### src/rtl/serial_subtractor.sv
// Bit-serial two's-complement subtractor: diff = a - b, LSB first through one full_adder.
// The b bit is inverted and the carry is seeded with 1; start/busy/done handshake.

module full_adder (
    input  logic a,
    input  logic b,
    input  logic ci,
    output logic s,
    output logic co
);
    assign s  = a ^ b ^ ci;
    assign co = (a & b) | (ci & (a ^ b));
endmodule

module serial_subtractor #(
    parameter int WIDTH = 4
) (
    input  logic             clk,
    input  logic             reset,
    input  logic             start,
    input  logic [WIDTH-1:0] a,
    input  logic [WIDTH-1:0] b,
    output logic [WIDTH-1:0] diff,
    output logic             borrow,
    output logic             ovf,
    output logic             busy,
    output logic             done
);
    localparam int CW = $clog2(WIDTH);
    localparam logic [CW-1:0] LAST = CW'(WIDTH - 1);

    localparam logic [1:0] IDLE  = 2'd0;
    localparam logic [1:0] SHIFT = 2'd1;
    localparam logic [1:0] DONE  = 2'd2;

    logic [1:0]       state;
    logic [WIDTH-1:0] a_sr;
    logic [WIDTH-1:0] b_sr;
    logic [WIDTH-1:0] res_sr;
    logic [WIDTH-1:0] res_next;
    logic [CW-1:0]    cnt;
    logic             carry;
    logic             a_msb;
    logic             b_msb;
    logic             fa_s;
    logic             fa_co;

    full_adder u_fa (
        .a  (a_sr[0]),
        .b  (~b_sr[0]),
        .ci (carry),
        .s  (fa_s),
        .co (fa_co)
    );

    // Sum bits enter at the MSB so the LSB ends up at bit 0 after WIDTH shifts.
    assign res_next = {fa_s, res_sr[WIDTH-1:1]};

    assign busy = (state == SHIFT);
    assign done = (state == DONE);

    always_ff @(posedge clk) begin
        if (reset) begin
            state  <= IDLE;
            a_sr   <= '0;
            b_sr   <= '0;
            res_sr <= '0;
            cnt    <= '0;
            carry  <= 1'b0;
            a_msb  <= 1'b0;
            b_msb  <= 1'b0;
            diff   <= '0;
            borrow <= 1'b0;
            ovf    <= 1'b0;
        end else begin
            case (state)
                IDLE: begin
                    if (start) begin
                        a_sr  <= a;
                        b_sr  <= b;
                        a_msb <= a[WIDTH-1];
                        b_msb <= b[WIDTH-1];
                        carry <= 1'b1;
                        cnt   <= '0;
                        state <= SHIFT;
                    end
                end
                SHIFT: begin
                    a_sr   <= a_sr >> 1;
                    b_sr   <= b_sr >> 1;
                    res_sr <= res_next;
                    carry  <= fa_co;
                    if (cnt == LAST) begin
                        // The final sum bit is the result MSB used by the signed overflow test.
                        cnt    <= '0;
                        state  <= DONE;
                        diff   <= res_next;
                        borrow <= ~fa_co;
                        ovf    <= (a_msb ^ b_msb) & (fa_s ^ a_msb);
                    end else begin
                        cnt <= cnt + CW'(1);
                    end
                end
                DONE: begin
                    state <= IDLE;
                end
                default: begin
                    state <= IDLE;
                end
            endcase
        end
    end
endmodule

### config.mk
export PLATFORM = sky130hd
export DESIGN_NAME = serial_subtractor
export DESIGN_NICKNAME = d
export VERILOG_FILES = /design/src/rtl/serial_subtractor.sv
export SDC_FILE = /design/constraint.sdc
export NUM_CORES = 1
export LEC_CHECK = 0
export CAP_MARGIN = 15
export CORE_MARGIN = 3
export CORE_UTILIZATION = 50
export DETAILED_ROUTE_END_ITERATION = 8
export GPL_TIMING_DRIVEN = 1
export HOLD_SLACK_MARGIN = 0.15
export PLACE_DENSITY_LB_ADDON = 0.05
export SYNTH_ARGS = -nofsm -noshare
export SYNTH_HDL_FRONTEND = slang
export SYNTH_SLANG_ARGS = --single-unit
export TNS_END_PERCENT = 10
### constraint.sdc
create_clock -name clk -period 3.4 [get_ports clk]
set_input_delay 0.34 -clock clk [delete_from_list [all_inputs] [get_ports clk]]
set_output_delay 0.34 -clock clk [all_outputs]
set_load 0.05 [all_outputs]
==> run summary <==
STATUS
------------------------------------------------------------------------------------------------------
Outcome                                                                                      completed

DRT
------------------------------------------------------------------------------------------------------
Antenna violation net count after detailed routing                                                   0
TritonRoute pass-1 iters                                                                             4
Iter 0 DRT Violations                                                                               10
Post-detailed-route DRC marker count                                                                 0
Via count of the routed design                                                                     755
Average vias per placed instance                                                                 5.280
Routed length per placed instance                                                             12.74 um
Routed WL                                                                                     1.822 mm

FLOORPLANNING
------------------------------------------------------------------------------------------------------
Width of the die                                                                              52.23 um
Starting density of the core                                                                    53.38%
Height of the chip                                                                            52.23 um
Die footprint                                                                                 2728 um2
IO Count                                                                                            19
Cell Rows                                                                                           16
Floorplan Core Area                                                                           2002 um2

PLACEMENT
------------------------------------------------------------------------------------------------------
HPWL after detailed placement                                                                 1.289 mm
Gp weighted congestion                                                                          0.6801
Port Buffers                                                                                        18
Placed instance area                                                                          1236 um2
Dpl cells                                                                                          140

CLOCKING
------------------------------------------------------------------------------------------------------
Clock latency on the worst-skew pair                                                           0.30 ns
# resized after CTS                                                                                  0
TritonCTS buffer count                                                                               3
Total number of clock tree sinks                                                                    24
Postcts setup bufs                                                                                   0
Number of H-tree levels                                                                              1
Deepest clock path buffer count                                                                      2
Root buffer cell                                                                              clkbuf_4
CTS tree                                                                                         built
Clock transition at the register clock pins on the worst setup and hold paths after CTS        0.12 ns
Post-cts hold buffer count                                                                           0

SYNTH
------------------------------------------------------------------------------------------------------
Share of cell area taken by muxes after synthesis                                               12.18%
Cell count after synthesis                                                                         101
Syn_area_per_cell                                                                            10.58 um2
Synthesis Warnings                                                                                   0
Syn_nets                                                                                           114
Share of synthesized area occupied by flip-flops and latches                                    44.96%
Compound-cell area share of the yosys netlist                                                   15.57%
#FFs+latches synth                                                                                  24
Main combinational cell family by area after synthesis                                    simple AND/OR/NAND/NOR gates
Adder-cell area share of the yosys netlist                                                      3.044%
Simple-gate share of the synthesized area                                                       19.20%
Number of distinct standard cells referenced by the synthesized netlist                             28
Post-Synth XOR/XNOR Area                                                                            0%
Netlist Area Pre-Place                                                                        1069 um2

WORST HOLD PATH
------------------------------------------------------------------------------------------------------
Kind of path behind the tightest hold check                                               register to register
Hold depth                                                                                           2

CRITICAL PATH
------------------------------------------------------------------------------------------------------
Required time worst endpoint                                                                   3.06 ns
Critical path endpoint category                                                             output pin
Standard cell with the maximum stage delay on the critical path                           clkdlybuf4s50_1
R2R cell count                                                                                       3
Peak per-stage delay on the critical path                                                      0.87 ns
Critical path data arrival time                                                                2.40 ns
Biggest fanout along the worst timing path                                                          13
Largest delay share family, worst path                                                    buffers and inverters
Cells along the critical path                                                             nor2b_4, clkdlybuf4s50_1
CP startpoint kind                                                                            register
Count of cell instances traversed by the critical path                                               2
Buffers and inverters on the worst path                                                              1
Type of the worst setup path                                                              register to output pin

GLOBAL ROUTING
------------------------------------------------------------------------------------------------------
Largest net degree at the start of global routing                                                   25
First-pass GRT wire length                                                                    3.153 mm
Vias in the first global route                                                                     715
Overflow after GRT                                                                                   0
Initial antenna violation count                                                                      0
Total routing resource utilization after global routing                                         15.79%

STA
------------------------------------------------------------------------------------------------------
Worst hold slack across all endpoints                                                        0.4674 ns
Count of final hold-check violations                                                                 0
Setup Viol. Count Final                                                                              0
Final setup TNS                                                                                   0 ns
Max Clock Skew                                                                             0.005655 ns
Max-slew headroom                                                                               34.43%
Portion of the clock cycle consumed by the worst path in the final layout                       80.54%
Transition time at the pin with the least slew margin                                        0.9804 ns
Minimum period implied by the final worst setup slack                                         2.739 ns
Peak clock frequency supported by timing                                                     365.2 MHz
RSZ-0062 raised after global routing                                                             false
Number of pins exceeding their max-slew limit in the final report                                    0

FLOW RUN
------------------------------------------------------------------------------------------------------
MaxCap Viol Count                                                                                    0

FINISH
------------------------------------------------------------------------------------------------------
Ratio of cells with drive above 1 in the final layout                                           15.52%
Layout Nets                                                                                        131
Post-Layout Inst Area                                                                         1259 um2
Post-Route Utilization                                                                          62.88%
Relative area change from synthesis to final layout                                             17.80%
Number of diodes                                                                                     0
Number of fill cells                                                                               177
Non-Filler Instances                                                                               143

PWR
------------------------------------------------------------------------------------------------------
Leakage power total                                                                          0.4984 nW
Maximum resistive drop on vdd                                                              0.0003252 V
Power density over the cells                                                              403.3 nW/um2

[layout by cell type, fill, tap and decap left out, types with 4 or more instances in the layout]
| cell | n |
|---|---|
| a21oi_1 | 5 |
| nor2_1 | 16 |
| a22oi_1 | 4 |
| dfxtp_1 | 24 |
| clkdlybuf4s50_1 | 18 |
| a211oi_2 | 6 |
| mux2i_1 | 13 |
[final cells by class]
cell class              count  area (um2)  share of cell area, %
multi-input cells          69       534.3                  42.45
flip-flops and latches     24       480.5                  38.17
repair buffers             18       180.2                  14.31
inverters                   2       7.507                 0.5964
clock buffers               3       22.52                  1.789
well taps                  27       33.78                  2.684
[per-layer routing]
layer / track usage [%] / up-vias / share of wire (%) / routed length (um)
met5: 0 / - / 0 / 0
met3: 5.413 / 2 / 4.7 / 85
met4: 3.830 / 0 / 0.55 / 10
li1: - / 388 / - / -
met2: 26.36 / 12 / 46 / 844
met1: 19.46 / 353 / 48 / 882
[worst min-delay path, cell delays in order, from the launching register on]
cell and delay, ns:
dfxtp_1 0.33, nand2_1 0.05, a21oi_1 0.05
[path summary, 6_finish.rpt]
kind / endpoint / startpoint / slack (ns)
max: busy / state[0] / 0.66
min: diff[2] / diff[2] / 0.47
max reg2reg: res_sr[3] / state[0] / 1.73
min reg2reg: diff[2] / diff[2] / 0.47
[report_power, final]
part | leakage, nW | switching (mW) | internal [mW]
Combinational | 0.288 | 0.0401 | 0.0401
Sequential | 0.197 | 0.0134 | 0.296
Clock | 0.0138 | 0.0771 | 0.0414
[cell families (layout without fill, tap and decap cells)]
family          Yosys count  in the layout
fa+ha+maj                 2              2
flops                    24             24
mux                      13             13
buf+inv                   8             23
compound gates           18             18
simple gates             36             36
[stage by stage]
step / power (mW) / setup WS (ns)
final: 0.5077 / 0.6615
after global routing: 0.5333 / 0.5095
after CTS: 0.5152 / 0.6349
after detailed placement: 0.3954 / 1.005
after global placement: 0.3932 / 1.023
after floorplan: 0.3738 / 1.835
[synth_stat cells]
master | count | area share [%]
dfxtp_1 | 24 | 45
nor2_1 | 16 | 5.6
mux2i_1 | 13 | 12
a211oi_2 | 6 | 7.0
a21oi_1 | 5 | 2.3
a22oi_1 | 4 | 2.8
nand2_1 | 3 | 1.1
nand3_1 | 3 | 1.4
nor2_2 | 3 | 1.8
nor3_1 | 3 | 1.4
clkbuf_1 | 2 | 0.70
inv_1 | 2 | 0.70
nor2b_1 | 2 | 1.2
a311oi_1 | 1 | 0.82
and3b_1 | 1 | 0.82
buf_2 | 1 | 0.47
buf_4 | 1 | 0.70
buf_6 | 1 | 1.1
buf_8 | 1 | 1.4
fa_1 | 1 | 1.9
ha_1 | 1 | 1.2
nand3b_4 | 1 | 1.9
nor2b_4 | 1 | 1.3
nor3_2 | 1 | 0.94
nor3b_1 | 1 | 0.70
nor3b_2 | 1 | 1.2
o21ba_4 | 1 | 1.5
o21bai_2 | 1 | 1.1
[state kept, by name, summed over array words and instances (netlist names), 2 cells and up]
signal and count:
cnt 2, b_sr 4, a_sr 4, res_sr 3, state 2, diff 4
Power figures use the tool's default switching activity.
